### src/rtl/sobel_pkg.sv
// rtl/sobel_pkg.sv - shared widths, defaults and window helpers for the Sobel stage
package sobel_pkg;

    localparam int PIXEL_W              = 8;
    localparam int WINDOW_W             = 72;
    localparam int PSUM_W               = 10;
    localparam int GRAD_W               = 11;
    localparam int MAG_W                = 11;
    localparam int FRAME_CNT_W          = 20;
    localparam int DEFAULT_FRAME_PIXELS = 919040;

    typedef struct packed {
        logic [PSUM_W-1:0] gx_pos;
        logic [PSUM_W-1:0] gx_neg;
        logic [PSUM_W-1:0] gy_pos;
        logic [PSUM_W-1:0] gy_neg;
    } psum_t;

    function automatic logic [PIXEL_W-1:0] pix(input logic [WINDOW_W-1:0] w, input int r, input int c);
        return w[24*r + 8*c +: PIXEL_W];
    endfunction

    // a + 2b + c, the 1-2-1 weighted sum of one kernel column or row
    function automatic logic [PSUM_W-1:0] psum3(input logic [PIXEL_W-1:0] a,
                                                input logic [PIXEL_W-1:0] b,
                                                input logic [PIXEL_W-1:0] c);
        return {2'b00, a} + {1'b0, b, 1'b0} + {2'b00, c};
    endfunction

endpackage

### src/rtl/sobel_grad.sv
// rtl/sobel_grad.sv - S1 partial sums and S2 absolute gradients, shared stall enable
module sobel_grad
    import sobel_pkg::*;
(
    input  logic                Clk,
    input  logic                rst,
    input  logic                en,
    input  logic                valid_in,
    input  logic [WINDOW_W-1:0] window,
    output logic                valid_out,
    output logic [PSUM_W-1:0]   abs_gx,
    output logic [PSUM_W-1:0]   abs_gy
);

    psum_t ps_d;
    psum_t ps_q;
    logic  s1_valid;

    always_comb begin
        ps_d.gx_pos = psum3(pix(window, 0, 2), pix(window, 1, 2), pix(window, 2, 2));
        ps_d.gx_neg = psum3(pix(window, 0, 0), pix(window, 1, 0), pix(window, 2, 0));
        ps_d.gy_pos = psum3(pix(window, 2, 0), pix(window, 2, 1), pix(window, 2, 2));
        ps_d.gy_neg = psum3(pix(window, 0, 0), pix(window, 0, 1), pix(window, 0, 2));
    end

    // |a - b| taken directly as an ordered difference, equivalent to abs of the signed gradient
    always_ff @(posedge Clk or posedge rst) begin
        if (rst) begin
            s1_valid  <= 1'b0;
            ps_q      <= '0;
            valid_out <= 1'b0;
            abs_gx    <= '0;
            abs_gy    <= '0;
        end else if (en) begin
            s1_valid  <= valid_in;
            ps_q      <= ps_d;
            valid_out <= s1_valid;
            abs_gx    <= (ps_q.gx_pos >= ps_q.gx_neg) ? ps_q.gx_pos - ps_q.gx_neg
                                                      : ps_q.gx_neg - ps_q.gx_pos;
            abs_gy    <= (ps_q.gy_pos >= ps_q.gy_neg) ? ps_q.gy_pos - ps_q.gy_neg
                                                      : ps_q.gy_neg - ps_q.gy_pos;
        end
    end

endmodule

### src/rtl/sobel_conv.sv
// rtl/sobel_conv.sv - 3-stage Sobel magnitude with output register, frame counter and backpressure
module sobel_conv
    import sobel_pkg::*;
#(
    parameter int FRAME_PIXELS = DEFAULT_FRAME_PIXELS,
    parameter int THRESHOLD    = 0
) (
    input  logic                Clk,
    input  logic                rst,
    input  logic                pixel_data_valid_in,
    input  logic [WINDOW_W-1:0] pixel_data_in,
    output logic                pixel_ready_out,
    output logic                convolved_data_valid_out,
    output logic [PIXEL_W-1:0]  convolved_data_out,
    output logic                convolved_last_out,
    input  logic                dma_ready_in
);

    localparam logic [31:0]            THR      = THRESHOLD;
    localparam logic [FRAME_CNT_W-1:0] LAST_IDX = FRAME_CNT_W'(FRAME_PIXELS - 1);

    logic                   en;
    logic                   s2_valid;
    logic [PSUM_W-1:0]      abs_gx;
    logic [PSUM_W-1:0]      abs_gy;
    logic [MAG_W-1:0]       mag;
    logic [PIXEL_W-1:0]     pix_d;
    logic [FRAME_CNT_W-1:0] frame_cnt;

    // An empty output register always lets the pipeline advance, so fill bubbles collapse
    assign en              = !convolved_data_valid_out || dma_ready_in;
    assign pixel_ready_out = en;

    sobel_grad u_grad (
        .Clk       (Clk),
        .rst       (rst),
        .en        (en),
        .valid_in  (pixel_data_valid_in),
        .window    (pixel_data_in),
        .valid_out (s2_valid),
        .abs_gx    (abs_gx),
        .abs_gy    (abs_gy)
    );

    always_comb begin
        mag = {1'b0, abs_gx} + {1'b0, abs_gy};
        if (THRESHOLD != 0)
            pix_d = (32'(mag) >= THR) ? 8'hFF : 8'h00;
        else
            pix_d = (|mag[MAG_W-1:PIXEL_W]) ? 8'hFF : mag[PIXEL_W-1:0];
    end

    always_ff @(posedge Clk or posedge rst) begin
        if (rst) begin
            convolved_data_valid_out <= 1'b0;
            convolved_data_out       <= '0;
        end else if (en) begin
            convolved_data_valid_out <= s2_valid;
            convolved_data_out       <= pix_d;
        end
    end

    always_ff @(posedge Clk or posedge rst) begin
        if (rst)
            frame_cnt <= '0;
        else if (convolved_data_valid_out && dma_ready_in)
            frame_cnt <= (frame_cnt == LAST_IDX) ? '0 : frame_cnt + 1'b1;
    end

    assign convolved_last_out = convolved_data_valid_out && (frame_cnt == LAST_IDX);

endmodule

### config.mk
export PLATFORM = sky130hd
export DESIGN_NAME = sobel_conv
export DESIGN_NICKNAME = d
export VERILOG_FILES = /design/src/rtl/sobel_pkg.sv /design/src/rtl/sobel_grad.sv /design/src/rtl/sobel_conv.sv
export SDC_FILE = /design/constraint.sdc
export NUM_CORES = 1
export LEC_CHECK = 0
export CORE_MARGIN = 5
export CORE_UTILIZATION = 50
export CTS_CLUSTER_SIZE = 40
export DETAILED_ROUTE_END_ITERATION = 10
export PLACE_DENSITY = 0.72
export SETUP_SLACK_MARGIN = 0.05
export SLEW_MARGIN = 30
export SYNTH_ARGS = -nofsm -noshare
export SYNTH_HDL_FRONTEND = slang
export SYNTH_SLANG_ARGS = --single-unit
### constraint.sdc
create_clock -name Clk -period 6.5 [get_ports Clk]
set_input_delay 0.975 -clock Clk [delete_from_list [all_inputs] [get_ports Clk]]
set_output_delay 0.975 -clock Clk [all_outputs]
set_load 0.005 [all_outputs]
==> run_results.csv <==
group,metric,value,unit
run_status,status,"finished, final reports clean",
critical_path,path_class,"in2out",
route,viasPerCell,5.45,
synth,avgSynthCellArea,9.41,sq um
grt,grt_pass1_vias,5757,
synth,ys_seq_area_share,30.4,%
timing,slew_viol_final,0,
clock_network,cts_made_buffers,9,
clock_network,clock-sinks,91,
layout,drive_gt1_share,4.73,%
clock_network,tritoncts,"done",
timing,tns,0,ns
timing,finClkSkew,0.0115,ns
synth,synth_warnings,0,
route,post_drt_wl_per_cell,14.8,microns
synth,synth_area,7500,sq um
layout,fin_area,8740,sq um
critical_path,worstPathMaxFanout,32,
critical_path,start_kind,"primary input",
clock_network,postCtsHoldBufs,0,
hold_path,hold_depth,2,
grt,track_usage,18.4,%
timing,rsz0062_at_grt,"false",
clock_network,insertion_delay,0.35,ns
floorplanning,rows,44,
floorplanning,io_pins,87,
clock_network,clockBufferDepth,2,
synth,synth-main-ff-cell,"dfrtp_1",
critical_path,worstReg2RegStart,"u_grad.ps_q[20]",
synth,yosysTopAreaCell,"dfrtp_1",
critical_path,slowest_delay,0.51,ns
timing,tightest_slew,0.731,ns
synth,synth_top_cell_area_share,30.4,%
hold_path,min_to,"u_grad.valid_out",
floorplanning,die_h,132,microns
synth,async_flop_share,100,%
place,place_hpwl,12300,microns
timing,fin_crit,3.62,ns
route,vias,5723,
route,firstDrtPassIters,5,
layout,final_util,59.7,%
floorplanning,core_area,14600,sq um
layout,antenna_cells,0,
place,placed_cell_area,8420,sq um
synth,yosys.cell_types.count,65,
synth,syn_inst,797,
clock_network,clk_pin_slew,0.07,ns
grt,antenna_found_initial,0,
timing,setup_violations,0,
critical_path,r2r_end,"u_grad.abs_gx[9]",
timing,maxSlewHeadroom,51.2,%
timing,max_freq,0.276,GHz
place,placement.io_buffers,78,
synth,synth_nets,995,
floorplanning,dieArea,17500,sq um
critical_path,reg2reg_slack,3.59,ns
hold_path,hold_start,"u_grad.valid_out",
critical_path,critical_path_arrival,2.65,ns
pwr,p_per_area,459,nW/um^2
pwr,finalPower,4020,uW
synth,synth_enable_flop_cells,0,
route,drt-total-wl,15500,microns
critical_path,end_kind,"output port",
job,maxCapViolations,0,
critical_path,required,5.52,ns
synth,synth-seq-cells,91,
grt,grt_overflow,0,
clock_network,htree_num_levels,3,
critical_path,crit_top_cell,"clkdlybuf4s50_1",
hold_path,hold_path.class,"reg2reg",
pwr,peakVddDrop,216,uV
critical_path,path_cells,"clkdlybuf4s50_1, nor2b_2, buf_4, clkinv_2, clkdlybuf4s50_1",
pwr,power_leakage,0.00401,uW
timing,hold_viol_final,0,
layout,num-nets-final,1061,
timing,post-route-period-util,55.8,%
synth,yosys-top-cells-area,"dfrtp_1 30%, ha_1 14%, fa_1 9.9%",
layout,area_delta_synth_final,16.6,%
floorplanning,initial_core_util,51.2,%
route,drc,0,
place,routabilityCongestion,0.885,
route,ant_nets,0,
grt,grt_max_degree,113,
route,drtIter0Drc,262,
critical_path,reg2regPathDepth,8,
critical_path,crit_slowest_cell,"clkdlybuf4s50_1",
timing,whs,0.468,ns
clock_network,cts_setup_buffers,0,
clock_network,cts_resized,0,
floorplanning,die_w,132,microns
clock_network,clock-root-buffer,"clkbuf_16",
grt,grt_first_pass_wirelength,27000,microns
==> synth_stat cells, types with 4 or more instances <==
master    instances
dfrtp_1          91
ha_1             85
a21oi_1          75
inv_1            72
nor2_1           69
nand2_1          47
o21ai_0          43
fa_1             37
xnor2_1          34
xor2_1           20
a21o_1           19
nand3_1          16
clkbuf_1         15
mux2i_1          13
nor2b_1          12
nand3b_1         11
nand2b_1         10
o22a_1            9
o21bai_1          8
and3_1            7
o211ai_1          7
a211o_1           6
buf_2             6
nand4_1           6
nor3_1            5
nor3b_1           5
a211oi_1          4
and4_1            4
==> power by group <==
group / total (uW) / switching (uW) / leakage [uW] / internal [uW]
Sequential: 924 / 147 / 0.00108 / 777
Combinational: 2540 / 1390 / 0.00279 / 1140
Clock: 554 / 219 / 0.000144 / 335
Total: 4020 / 1760 / 0.00401 / 2250
==> cell families after synthesis <==
kind of cell / share of synthesized area, %
simple gates: 13.8
xor+xnor: 6.31
compound gates: 18.4
buf+inv: 5.12
fa+ha+maj: 24.1
mux: 2.04
flops: 30.4
==> worst max-delay path by stage <==
stage                      from                    end  slack (ns)  cells past startpoint
2_1_floorplan               rst  convolved_data_out[0]        3.16                      1
3_3_place_gp   pixel_data_in[1]         u_grad.ps_q[9]        2.50                     13
3_5_place_dp   pixel_data_in[1]         u_grad.ps_q[7]        2.47                     12
4_1_cts        pixel_data_in[1]         u_grad.ps_q[7]        2.83                     12
5_1_grt        pixel_data_in[1]         u_grad.ps_q[9]        2.66                     13
6_report           dma_ready_in        pixel_ready_out        2.88                      5
==> per-layer routing <==
metal / GRT usage [%] / up-vias / wire (microns)
met5: 0 / - / 0
met4: 6.64 / 0 / 247
met3: 2.81 / 15 / 667
met2: 30.8 / 114 / 7410
met1: 24.5 / 2689 / 7210
li1: - / 2905 / -
==> cell usage in the layout, fill, tap and decap left out, types with 19 or more instances in the layout <==
cell type,instances
fa_1,37
o21ai_0,43
nand2_1,47
nor2_1,69
a21oi_1,75
xor2_1,20
xnor2_1,34
inv_1,70
dfrtp_1,91
ha_1,85
a21o_1,19
clkdlybuf4s50_1,78
==> area by class of cell <==
class | instances | area (sq um)
Fill cell | 1298 | 5900
Multi-Input combinational cell | 608 | 4840
Sequential cell | 91 | 2280
Timing Repair Buffer | 81 | 807
Inverter | 72 | 273
Tap cell | 184 | 230
Clock buffer | 9 | 225
Clock inverter | 6 | 91.3
==> flip-flops by register name, indices dropped and copies added, names as in the netlist <==
register	flops
u_grad.abs_gy	10
convolved_data_out	8
convolved_data_valid_out	1
u_grad.ps_q	40
frame_cnt	20
u_grad.abs_gx	10
u_grad.valid_out	1
u_grad.s1_valid	1
==> critical path: cells and delay by family <==
family	cells	cell delay, ns
buffers and inverters	4	1.53
AND/OR/NAND/NOR	1	0.13
==> per-stage QoR <==
| step | std cells | worst slack (ns) |
|---|---|---|
| 4_1_cts | 1051 | 2.83 |
| 3_3_place_gp | 1036 | 2.50 |
| 2_1_floorplan | 797 | 3.16 |
| 5_1_grt | 1051 | 2.66 |
| 6_report | 1051 | 2.88 |
| 3_5_place_dp | 1036 | 2.47 |
Power figures use the tool's default switching activity.
